==> src/rtl/can_error_controller.sv <==
// CAN error confinement (TEC/REC, active/passive/bus-off, bus-off recovery) and error-frame sequencer.
// Optional macro CAN_ERR_WARN_EN adds a registered ERR_WARN output (TEC or REC at or above 96).
module can_error_controller #(
   parameter int FLAG_LEN      = 6,
   parameter int DELIM_LEN     = 8,
   parameter int PASSIVE_LIMIT = 128,
   parameter int RECOVERY_SEQ  = 128
) (
   input  logic       clock,
   input  logic       reset,
   input  logic       SP,
   input  logic       RX_BIT,
   input  logic       TX_MODE,
   input  logic       STF_E,
   input  logic       EOF_E,
   input  logic       CRC_E,
   input  logic       FRM_E,
   input  logic       RX_OK,
   input  logic       TX_OK,
   output logic       TX_BIT,
   output logic       ERR_FRAME,
   output logic [1:0] ERR_STATE,
   output logic [8:0] TEC,
   output logic [7:0] REC
`ifdef CAN_ERR_WARN_EN
   ,
   output logic       ERR_WARN
`endif
);

   localparam int FW = $clog2(FLAG_LEN + 1);
   localparam int DW = $clog2(DELIM_LEN + 1);
   localparam int SW = $clog2(RECOVERY_SEQ + 1);
   localparam logic [FW-1:0] FLAG_LAST  = FW'(FLAG_LEN - 1);
   localparam logic [DW-1:0] DELIM_LAST = DW'(DELIM_LEN - 1);
   localparam logic [SW-1:0] SEQ_LAST   = SW'(RECOVERY_SEQ - 1);
   localparam logic [8:0]    PASS_LIM   = 9'(PASSIVE_LIMIT);

   localparam logic [1:0] ST_ACTIVE  = 2'b00;
   localparam logic [1:0] ST_PASSIVE = 2'b01;
   localparam logic [1:0] ST_BUSOFF  = 2'b10;

   typedef enum logic [1:0] {
      S_IDLE,
      S_FLAG,
      S_DELIM,
      S_BUSOFF
   } state_t;

   state_t        r_state;
   state_t        w_next_state;
   logic [FW-1:0] r_flag_cnt;
   logic [DW-1:0] r_delim_cnt;
   logic [3:0]    r_run_cnt;
   logic [SW-1:0] r_seq_cnt;
   logic [8:0]    r_tec;
   logic [7:0]    r_rec;
   logic [1:0]    r_err_state;

   logic w_err_flag;
   logic w_err_evt;
   logic w_ok_window;
   logic w_busoff_hit;
   logic w_flag_done;
   logic w_delim_done;
   logic w_run_done;
   logic w_recovered;

   assign w_err_flag   = ~(STF_E & EOF_E & CRC_E & FRM_E);
   assign w_err_evt    = SP & w_err_flag & (r_state == S_IDLE) & (r_err_state != ST_BUSOFF);
   assign w_ok_window  = SP & (r_state == S_IDLE);
   assign w_busoff_hit = (r_tec >= 9'd256);
   assign w_flag_done  = SP & (r_state == S_FLAG) & (r_flag_cnt == FLAG_LAST);
   assign w_delim_done = SP & (r_state == S_DELIM) & RX_BIT & (r_delim_cnt == DELIM_LAST);
   assign w_run_done   = SP & (r_state == S_BUSOFF) & RX_BIT & (r_run_cnt == 4'd10);
   assign w_recovered  = w_run_done & (r_seq_cnt == SEQ_LAST);

   always_ff @(posedge clock or negedge reset) begin
      if (!reset) r_state <= S_IDLE;
      else        r_state <= w_next_state;
   end

   always_comb begin
      w_next_state = r_state;
      case (r_state)
         S_IDLE:   if (w_err_evt)    w_next_state = S_FLAG;
         S_FLAG:   if (w_flag_done)  w_next_state = S_DELIM;
         S_DELIM:  if (w_delim_done) w_next_state = S_IDLE;
         S_BUSOFF: if (w_recovered)  w_next_state = S_IDLE;
         default:                    w_next_state = S_IDLE;
      endcase
      // A saturated TEC pre-empts whatever frame activity is in progress.
      if (w_busoff_hit && (r_state != S_BUSOFF)) w_next_state = S_BUSOFF;
   end

   always_ff @(posedge clock or negedge reset) begin
      if (!reset) begin
         r_flag_cnt  <= '0;
         r_delim_cnt <= '0;
      end else begin
         if (r_state != S_FLAG)  r_flag_cnt <= '0;
         else if (SP)            r_flag_cnt <= w_flag_done ? '0 : r_flag_cnt + 1'b1;
         if (r_state != S_DELIM) r_delim_cnt <= '0;
         else if (SP)            r_delim_cnt <= (!RX_BIT || w_delim_done) ? '0 : r_delim_cnt + 1'b1;
      end
   end

   // Recovery: runs of 11 recessive bits; a dominant bit restarts only the current run.
   always_ff @(posedge clock or negedge reset) begin
      if (!reset) begin
         r_run_cnt <= '0;
         r_seq_cnt <= '0;
      end else if (r_state != S_BUSOFF) begin
         r_run_cnt <= '0;
         r_seq_cnt <= '0;
      end else if (SP) begin
         if (!RX_BIT) begin
            r_run_cnt <= '0;
         end else if (w_run_done) begin
            r_run_cnt <= '0;
            r_seq_cnt <= w_recovered ? '0 : r_seq_cnt + 1'b1;
         end else begin
            r_run_cnt <= r_run_cnt + 4'd1;
         end
      end
   end

   always_ff @(posedge clock or negedge reset) begin
      if (!reset) begin
         r_tec <= '0;
         r_rec <= '0;
      end else if (w_recovered) begin
         r_tec <= '0;
         r_rec <= '0;
      end else if (w_err_evt) begin
         if (TX_MODE)              r_tec <= (r_tec >= 9'd248) ? 9'd256 : r_tec + 9'd8;
         else if (r_rec != 8'hFF)  r_rec <= r_rec + 8'd1;
      end else if (w_ok_window) begin
         if (RX_OK) begin
            if (r_rec > 8'd127)     r_rec <= 8'd119;
            else if (r_rec != 8'd0) r_rec <= r_rec - 8'd1;
         end
         if (TX_OK && (r_tec != 9'd0)) r_tec <= r_tec - 9'd1;
      end
   end

   always_ff @(posedge clock or negedge reset) begin
      if (!reset)                                       r_err_state <= ST_ACTIVE;
      else if (w_recovered)                             r_err_state <= ST_ACTIVE;
      else if (w_busoff_hit)                            r_err_state <= ST_BUSOFF;
      else if ((r_tec >= PASS_LIM) || ({1'b0, r_rec} >= PASS_LIM)) r_err_state <= ST_PASSIVE;
      else                                              r_err_state <= ST_ACTIVE;
   end

`ifdef CAN_ERR_WARN_EN
   logic r_warn;
   always_ff @(posedge clock or negedge reset) begin
      if (!reset) r_warn <= 1'b0;
      else        r_warn <= (r_tec >= 9'd96) || (r_rec >= 8'd96);
   end
   assign ERR_WARN = r_warn;
`endif

   // Error-active nodes drive a dominant flag; passive nodes send it recessive.
   assign TX_BIT    = ~((r_state == S_FLAG) && (r_err_state == ST_ACTIVE));
   assign ERR_FRAME = (r_state == S_FLAG) || (r_state == S_DELIM);
   assign ERR_STATE = r_err_state;
   assign TEC       = r_tec;
   assign REC       = r_rec;

endmodule

==> config.mk <==
export PLATFORM = sky130hd
export DESIGN_NAME = can_error_controller
export DESIGN_NICKNAME = d
export VERILOG_FILES = /design/src/rtl/can_error_controller.sv
export SDC_FILE = /design/constraint.sdc
export NUM_CORES = 1
export LEC_CHECK = 0
export CAP_MARGIN = 5
export CORE_MARGIN = 2
export CORE_UTILIZATION = 56
export CTS_CLUSTER_SIZE = 16
export DETAILED_ROUTE_END_ITERATION = 6
export MAX_ROUTING_LAYER = met4
export PLACE_DENSITY = 0.8
export SKIP_LAST_GASP = 1
export SLEW_MARGIN = 0
export SYNTH_ARGS = -nofsm -noshare
export SYNTH_HDL_FRONTEND = slang
export SYNTH_SLANG_ARGS = --single-unit
export TNS_END_PERCENT = 5
==> constraint.sdc <==
create_clock -name clock -period 3.1 [get_ports clock]
set_input_delay 0.775 -clock clock [delete_from_list [all_inputs] [get_ports clock]]
set_output_delay 0.775 -clock clock [all_outputs]
set_load 0.02 [all_outputs]
==> impl_results.md, run 1 <==
- Final Hold Vio Count: 0
- Synth Area per Inst: between 8 and 9 um^2
- Boundary pin count: 32
- Top cell type's share of synthesized area: 0.369
- Clock transition at path regs: 0.08 ns
- Fin. max-slew vios: 0
- Synth unique cells: between 50 and 60
- Final Cycle Share: 0.870
- Skew-Pair Late Insertion Delay: 0.30 ns
- Ys Warns: 0
- Post-synth top cells: dfrtp_1 (40), nor2_1 (31), nand2_1 (29)
- Area leader, netlist: dfrtp_1
- Required @ worst endpoint: 3.30 ns
- Synth Flop Type: dfrtp_1
- TritonCTS clock tree: yes
- Status: finished clean
- Critical path arrival: ~2.9 ns
- Critical path type: in -> reg
- Worst path slowest cell: clkdlybuf4s50_1
- Largest net degree at the start of global routing: between 40 and 50
- Peak VDD IR: 0.615 mV
- Top delay family on crit path: buffers and inverters
- HPWL after detailed placement: 4680 um
- CP peak stage delay: 0.55 ns
- Layout cells sized above 1: 0.0932
- Register area: 1000 um^2
- Hold buffer count at cts: 0
- RSZ-0062 raised after global routing: no
- Overall power: between 2 and 3 mW
- Starting DRT DRC Count: 234
- Post-Syn Nets: 352
- Setup TNS: 0 ns
- Nets: a little under 400
- Avg WL per Cell: 15.8 um
- Maxcap violations: 0
- Setup violations, final: 0
- Clk root buf: clkbuf_8
- Initial antenna violation count: 0
- Clk_skew: 0.00491 ns
- Crit path time final: around 2.7 ns
- Die X: 73.6 um
- Worst Setup End Kind: register
- Clock Sinks: 40
- Worst path bufs/invs: 3
- DRC violation count after routing: 0
- Reg2reg setup slack: 0.52 ns
- Netlist Area Pre-Place: 2710 um^2
- Rel. slew slack: 0.400
- Synth-to-layout area growth: 20.4%
- Number of global-route vias before repair: around 2400
- Number of synthesized flops with an enable pin: 0
- Compound-Gate Fraction of Synth Area: 0.195
- Synth Area in Simple Gates: 0.260
- Global-route wire length before repair: around 11000 um
- Num rows: 25
- Multiplexer share of the synthesized area: 0.0148
- Cell Pwr Density: 823 nW/um^2
- Setup crit start kind: input pin
- Setup Buffers After CTS: 0
- Least-Margin Pin Slew: 0.900 ns
- DRT Wirelength: 6620 um
- Cell with the most instances after synthesis: dfrtp_1
- Multi-input combinational cell area: 1590 um^2
- H-Tree Depth: 2
- Diode count: 0
- Worst Hold Class: reg -> reg
- CORE AREA: 4690 um^2
- Total iterations of the first detailed-routing run: 5
- Clock buffer depth: 2
- Seq/Total Area, Yosys: 0.369
- #FFs+latches synth: 40
- Fmax: 0.371 GHz
- Die Y: 73.6 um
- Die area: 5410 um^2
- Chain of cells forming the critical path: clkdlybuf4s50_1, nand2_2, or3_1, buf_4, nand4_1, and2_1, buf_4, a211oi_1, a211oi_1
- Total GRT Usage: 0.276
- CTS resizes: 0
- ANT nets after route: 0
- Largest family of logic cells by synthesized area: simple AND/OR/NAND/NOR gates
- Global route total overflow: 0
- Vias: 2646
- Filler instances: 370
- Leakage: 1.39 nW
- Starting Density: 0.578
- Post-synth ARST share: 1.00
- Routability cong.: about 0.9
- Mapped Cells: 322
- Avg Vias per Cell: 6.32
- Port Buf Inserts: 31
- CP Max Fanout: 17
- Synth Area in Adders: 0.0877
- XOR/XNOR Fraction of Synth Area: 0.0258
- Inserted Clock Buffers: 5
- Top cells by area, synth: dfrtp_1 (37%), ha_1 (8.8%), o21ai_0 (4.6%), nor2_1 (4.3%), nand2_1 (4.0%)
==> kinds of logic (layout without fill, tap and decap cells) <==
kind of cell	after synthesis	in the layout
flops	40	40
mux	4	4
simple gates	140	140
compound gates	79	79
fa+ha+maj	19	19
xor+xnor	8	8
buf+inv	32	75
==> per-stage QoR <==
step | area [um^2] | hold WS, ns | worst slack (ns) | util | cells
after global routing | 3260 | 0.519 | 0.207 | 0.696 | 419
after detailed placement | 3190 | 0.461 | 0.138 | 0.679 | 412
after CTS | 3260 | 0.474 | 0.431 | 0.696 | 419
final | 3260 | 0.474 | 0.401 | 0.696 | 419
after global placement | 3190 | 0.466 | 0.201 | 0.679 | 412
after floorplan | 2710 | 0.436 | 0.416 | - | 322
==> final timing paths <==
| kind | startpoint | to | depth (start not counted) |
|---|---|---|---|
| min in group asynchronous | reset | r_delim_cnt[1]$_DFFE_PN0P_ | 1 |
| setup reg to reg | r_state[0]$_DFFE_PN0P_ | REC[0]$_DFFE_PN0P_ | 10 |
| hold / removal | r_delim_cnt[3]$_DFFE_PN0P_ | r_delim_cnt[3]$_DFFE_PN0P_ | 1 |
| hold reg to reg | r_delim_cnt[3]$_DFFE_PN0P_ | r_delim_cnt[3]$_DFFE_PN0P_ | 1 |
| max in group asynchronous | reset | REC[5]$_DFFE_PN0P_ | 1 |
| setup / recovery | SP | REC[0]$_DFFE_PN0P_ | 9 |
==> routing by layer <==
layer  track usage  vias up  wire length, um
li1              -     1259                -
met1         0.355     1279             2960
met2         0.438       91             3150
met3        0.0508       17              381
met4        0.0949        0              128
met5             -        -                0
==> final cells by class <==
class,count,share of cell area
flip-flops and latches,40,0.307
well taps,54,0.0207
clock inverters,1,0.00153
clock buffers,6,0.0222
repair buffers,51,0.143
inverters,17,0.0195
multi-input cells,250,0.486
==> power breakdown <==
part	switching (mW)	internal, mW
sequential	0.278	0.656
combinational	0.769	0.648
clock	0.182	0.153
total	1.23	1.46
==> sequential cells by signal (all words and copies together) (netlist names) <==
| signal | count |
|---|---|
| TEC | 9 |
| REC | 8 |
| r_seq_cnt | 8 |
| r_delim_cnt | 4 |
| r_run_cnt | 4 |
| r_flag_cnt | 3 |
| ERR_STATE | 2 |
| r_state | 2 |
==> cells in the final DEF, fill, tap and decap left out, drive strengths merged, types with 2 or more instances in the layout <==
master         synthesis  layout
dfrtp                 40      40
nor2                  32      32
clkdlybuf4s50          0      30
nand2                 30      30
o21ai                 25      25
buf                    2      21
ha                    19      19
nor3                  17      17
inv                   16      16
nand3                 15      15
a21oi                 14      14
nand4                  8       8
nor2b                  7       7
nor4                   6       6
and3                   6       6
xnor2                  6       6
clkbuf                13       6
a211oi                 4       4
mux2i                  4       4
o31ai                  4       4
and2                   4       4
nand3b                 3       3
or3                    3       3
a21boi                 3       3
a22oi                  3       3
nand4b                 2       2
or2                    2       2
a41o                   2       2
o41ai                  2       2
a31oi                  2       2
a32oi                  2       2
a221oi                 2       2
o21a                   2       2
xor2                   2       2
clkinv                 1       2
Note: power is estimated with default switching activity, not from simulation.
==> run 2, diff against run 1 <==
--- a/config.mk
+++ b/config.mk
@@ -10,9 +10,9 @@
 export CORE_UTILIZATION = 56
 export CTS_CLUSTER_SIZE = 16
 export DETAILED_ROUTE_END_ITERATION = 6
+export GPL_ROUTABILITY_DRIVEN = 1
 export MAX_ROUTING_LAYER = met4
 export PLACE_DENSITY = 0.8
-export SKIP_LAST_GASP = 1
 export SLEW_MARGIN = 0
 export SYNTH_ARGS = -nofsm -noshare
 export SYNTH_HDL_FRONTEND = slang
==> results of run 2 <==
Same layout as run 1: the final DEF is identical, and so are final timing and power.
==> run 3, diff against run 2 <==
--- a/config.mk
+++ b/config.mk
@@ -11,7 +11,6 @@
 export CTS_CLUSTER_SIZE = 16
 export DETAILED_ROUTE_END_ITERATION = 6
 export GPL_ROUTABILITY_DRIVEN = 1
-export MAX_ROUTING_LAYER = met4
 export PLACE_DENSITY = 0.8
 export SLEW_MARGIN = 0
 export SYNTH_ARGS = -nofsm -noshare
==> impl_results.md, run 3 (synthesis results as in run 1) <==
- Status: finished clean
- Net Sw Power: approximately 1.2 mW
- Rel. slew slack: 0.398
- Critical path arrival: 2.90 ns
- Worst Setup End Kind: register
- Avg WL per Cell: 15.8 um
- Leakage: roughly 1.4 nW
- H-Tree Depth: 2
- Hold worst-path end: r_delim_cnt[3]$_DFFE_PN0P_
- Final Cycle Share: 0.870
- Flop pwr share: 0.349
- Switching Share: 0.458
- Least-Margin Pin Slew: 0.902 ns
- Cell Pwr Density: 823 nW/um^2
- Final Hold Vio Count: 0
- Nets: 395
- Setup WS post-layout: between 0.4 and 0.5 ns
- Die area: about 5400 um^2
- Crit path time final: 2.70 ns
- Layout cells sized above 1: 0.0932
- Non-filler cells, final: approximately 420
- Number of global-route vias before repair: 2449
- Die X: between 70 and 80 um
- Internal: 1.46 mW
- Worst Hold Class: reg -> reg
- Required @ worst endpoint: 3.30 ns
- Clock buffer depth: 2
- Clk root buf: clkbuf_8
- Vias: 2648
- Worst r2r src: r_state[0]$_DFFE_PN0P_
- ANT nets after route: 0
- DRT Wirelength: 6610 um
- Skew-Pair Late Insertion Delay: 0.30 ns
- Global route total overflow: 0
- Avg Vias per Cell: 6.32
- Clock Sinks: 40
- CP peak stage delay: roughly 0.55 ns
- Worst Hold Depth: 1
- RSZ-0062 raised after global routing: no
- Post-route core utilization: 0.696
- Setup Buffers After CTS: 0
- TritonCTS clock tree: yes
- Starting Density: 0.578
- CORE AREA: 4690 um^2
- Commonest non-fill, non-tap cell in the layout: dfrtp_1
- Pre-CTS setup slack: 0.138 ns
- Boundary pin count: 32
- Routability cong.: 0.885
- Commonest non-fill, non-tap cells in the layout: dfrtp_1 (40), nor2_1 (31), clkdlybuf4s50_1 (30)
- Maxcap violations: 0
- Setup TNS: 0 ns
- Setup crit start kind: input pin
- Worst r2r path cells: 10
- CTS resizes: 0
- Clk_skew: 0.00402 ns
- CP Max Fanout: 17
- Dpl cell area: 3190 um^2
- Number of flip-flops in the largest register: 9
- Starting DRT DRC Count: 239
- Reg2reg setup slack: 0.52 ns
- Clk network pwr share: 0.125
- Fmax: between 0.3 and 0.4 GHz
- Synth-to-layout area growth: 20.4%
- Post-route cell area: 3260 um^2
- Inserted Clock Buffers: 5
- Worst path slowest cell: clkdlybuf4s50_1
- Num rows: 25
- Die Y: 73.6 um
- Clock transition at path regs: ~0.07 ns
- Setup violations, final: 0
- Global-route wire length before repair: 11300 um
- Chain of cells forming the critical path: clkdlybuf4s50_1, nand2_2, or3_1, buf_4, nand4_1, and2_1, buf_4, a211oi_1, a211oi_1
- Inst Count DP: 412
- Min-delay src: r_delim_cnt[3]$_DFFE_PN0P_
- Hold buffer count at cts: 0
- Peak VDD IR: slightly above 0.6 mV
- HPWL after detailed placement: 4680 um
- Total GRT Usage: 0.267
- Filler instances: 370
- Fin. max-slew vios: 0
- Worst R2R End: REC[0]$_DFFE_PN0P_
- DRC violation count after routing: 0
- Port Buf Inserts: 31
- Diode count: 0
- Total iterations of the first detailed-routing run: 5
- Initial antenna violation count: 0
- Combinational power share: 0.527
- Critical path type: in -> reg
- Largest net degree at the start of global routing: 41
-- run 3: cell counts in the layout (fill, tap and decap cells not counted) --
No cell type changed its count.
-- run 3: how the worst max path moves through the flow --
stage                      from            endpoint  slack (ns)  depth (start not counted)
after global routing         SP  REC[0]$_DFFE_PN0P_        0.21                          9
after global placement       SP  REC[4]$_DFFE_PN0P_        0.20                          7
final                        SP  REC[0]$_DFFE_PN0P_        0.40                          9
after floorplan           FRM_E  REC[4]$_DFFE_PN0P_        0.42                          9
after detailed placement     SP  REC[0]$_DFFE_PN0P_        0.14                          9
after CTS                    SP  REC[0]$_DFFE_PN0P_        0.43                          9
-- run 3: worst max-delay path, delay by kind of cell --
family,cells,cell delay (ns)
simple gates,4,0.90
compound gates,2,0.28
buf+inv,3,0.93
-- run 3: cell type report --
| type | instances | area [um^2] | area share |
|---|---|---|---|
| clock buffers | 6 | 72.6 | 0.0222 |
| clock inverters | 1 | 5.00 | 0.00153 |
| inverters | 17 | 63.8 | 0.0195 |
| multi-input cells | 250 | 1590 | 0.486 |
| flip-flops and latches | 40 | 1000 | 0.307 |
| well taps | 54 | 67.6 | 0.0207 |
| repair buffers | 51 | 468 | 0.143 |
-- run 3: power groups by stage --
| stage | registers [mW] | clock network [mW] | logic (mW) |
|---|---|---|---|
| after floorplan | 0.953 | 0 | 0.813 |
| after global placement | 0.930 | 0 | 1.37 |
| after detailed placement | 0.935 | 0 | 1.40 |
| after CTS | 0.928 | 0.338 | 1.41 |
| after global routing | 0.968 | 0.356 | 1.55 |
| final | 0.936 | 0.335 | 1.41 |
-- run 3: through the flow --
step,power (mW),hold WS (ns)
6_report,2.69,0.476
5_1_grt,2.88,0.519
4_1_cts,2.68,0.474
3_5_place_dp,2.34,0.461
3_3_place_gp,2.30,0.466
2_1_floorplan,1.77,0.436
-- run 3: routing by layer --
layer | vias to the layer above | global-route usage | wire length (um)
met5 | - | 0 | 0
met4 | 0 | 0.0949 | 127
met3 | 17 | 0.0508 | 386
met2 | 95 | 0.438 | 3130
met1 | 1277 | 0.352 | 2960
li1 | 1259 | - | -
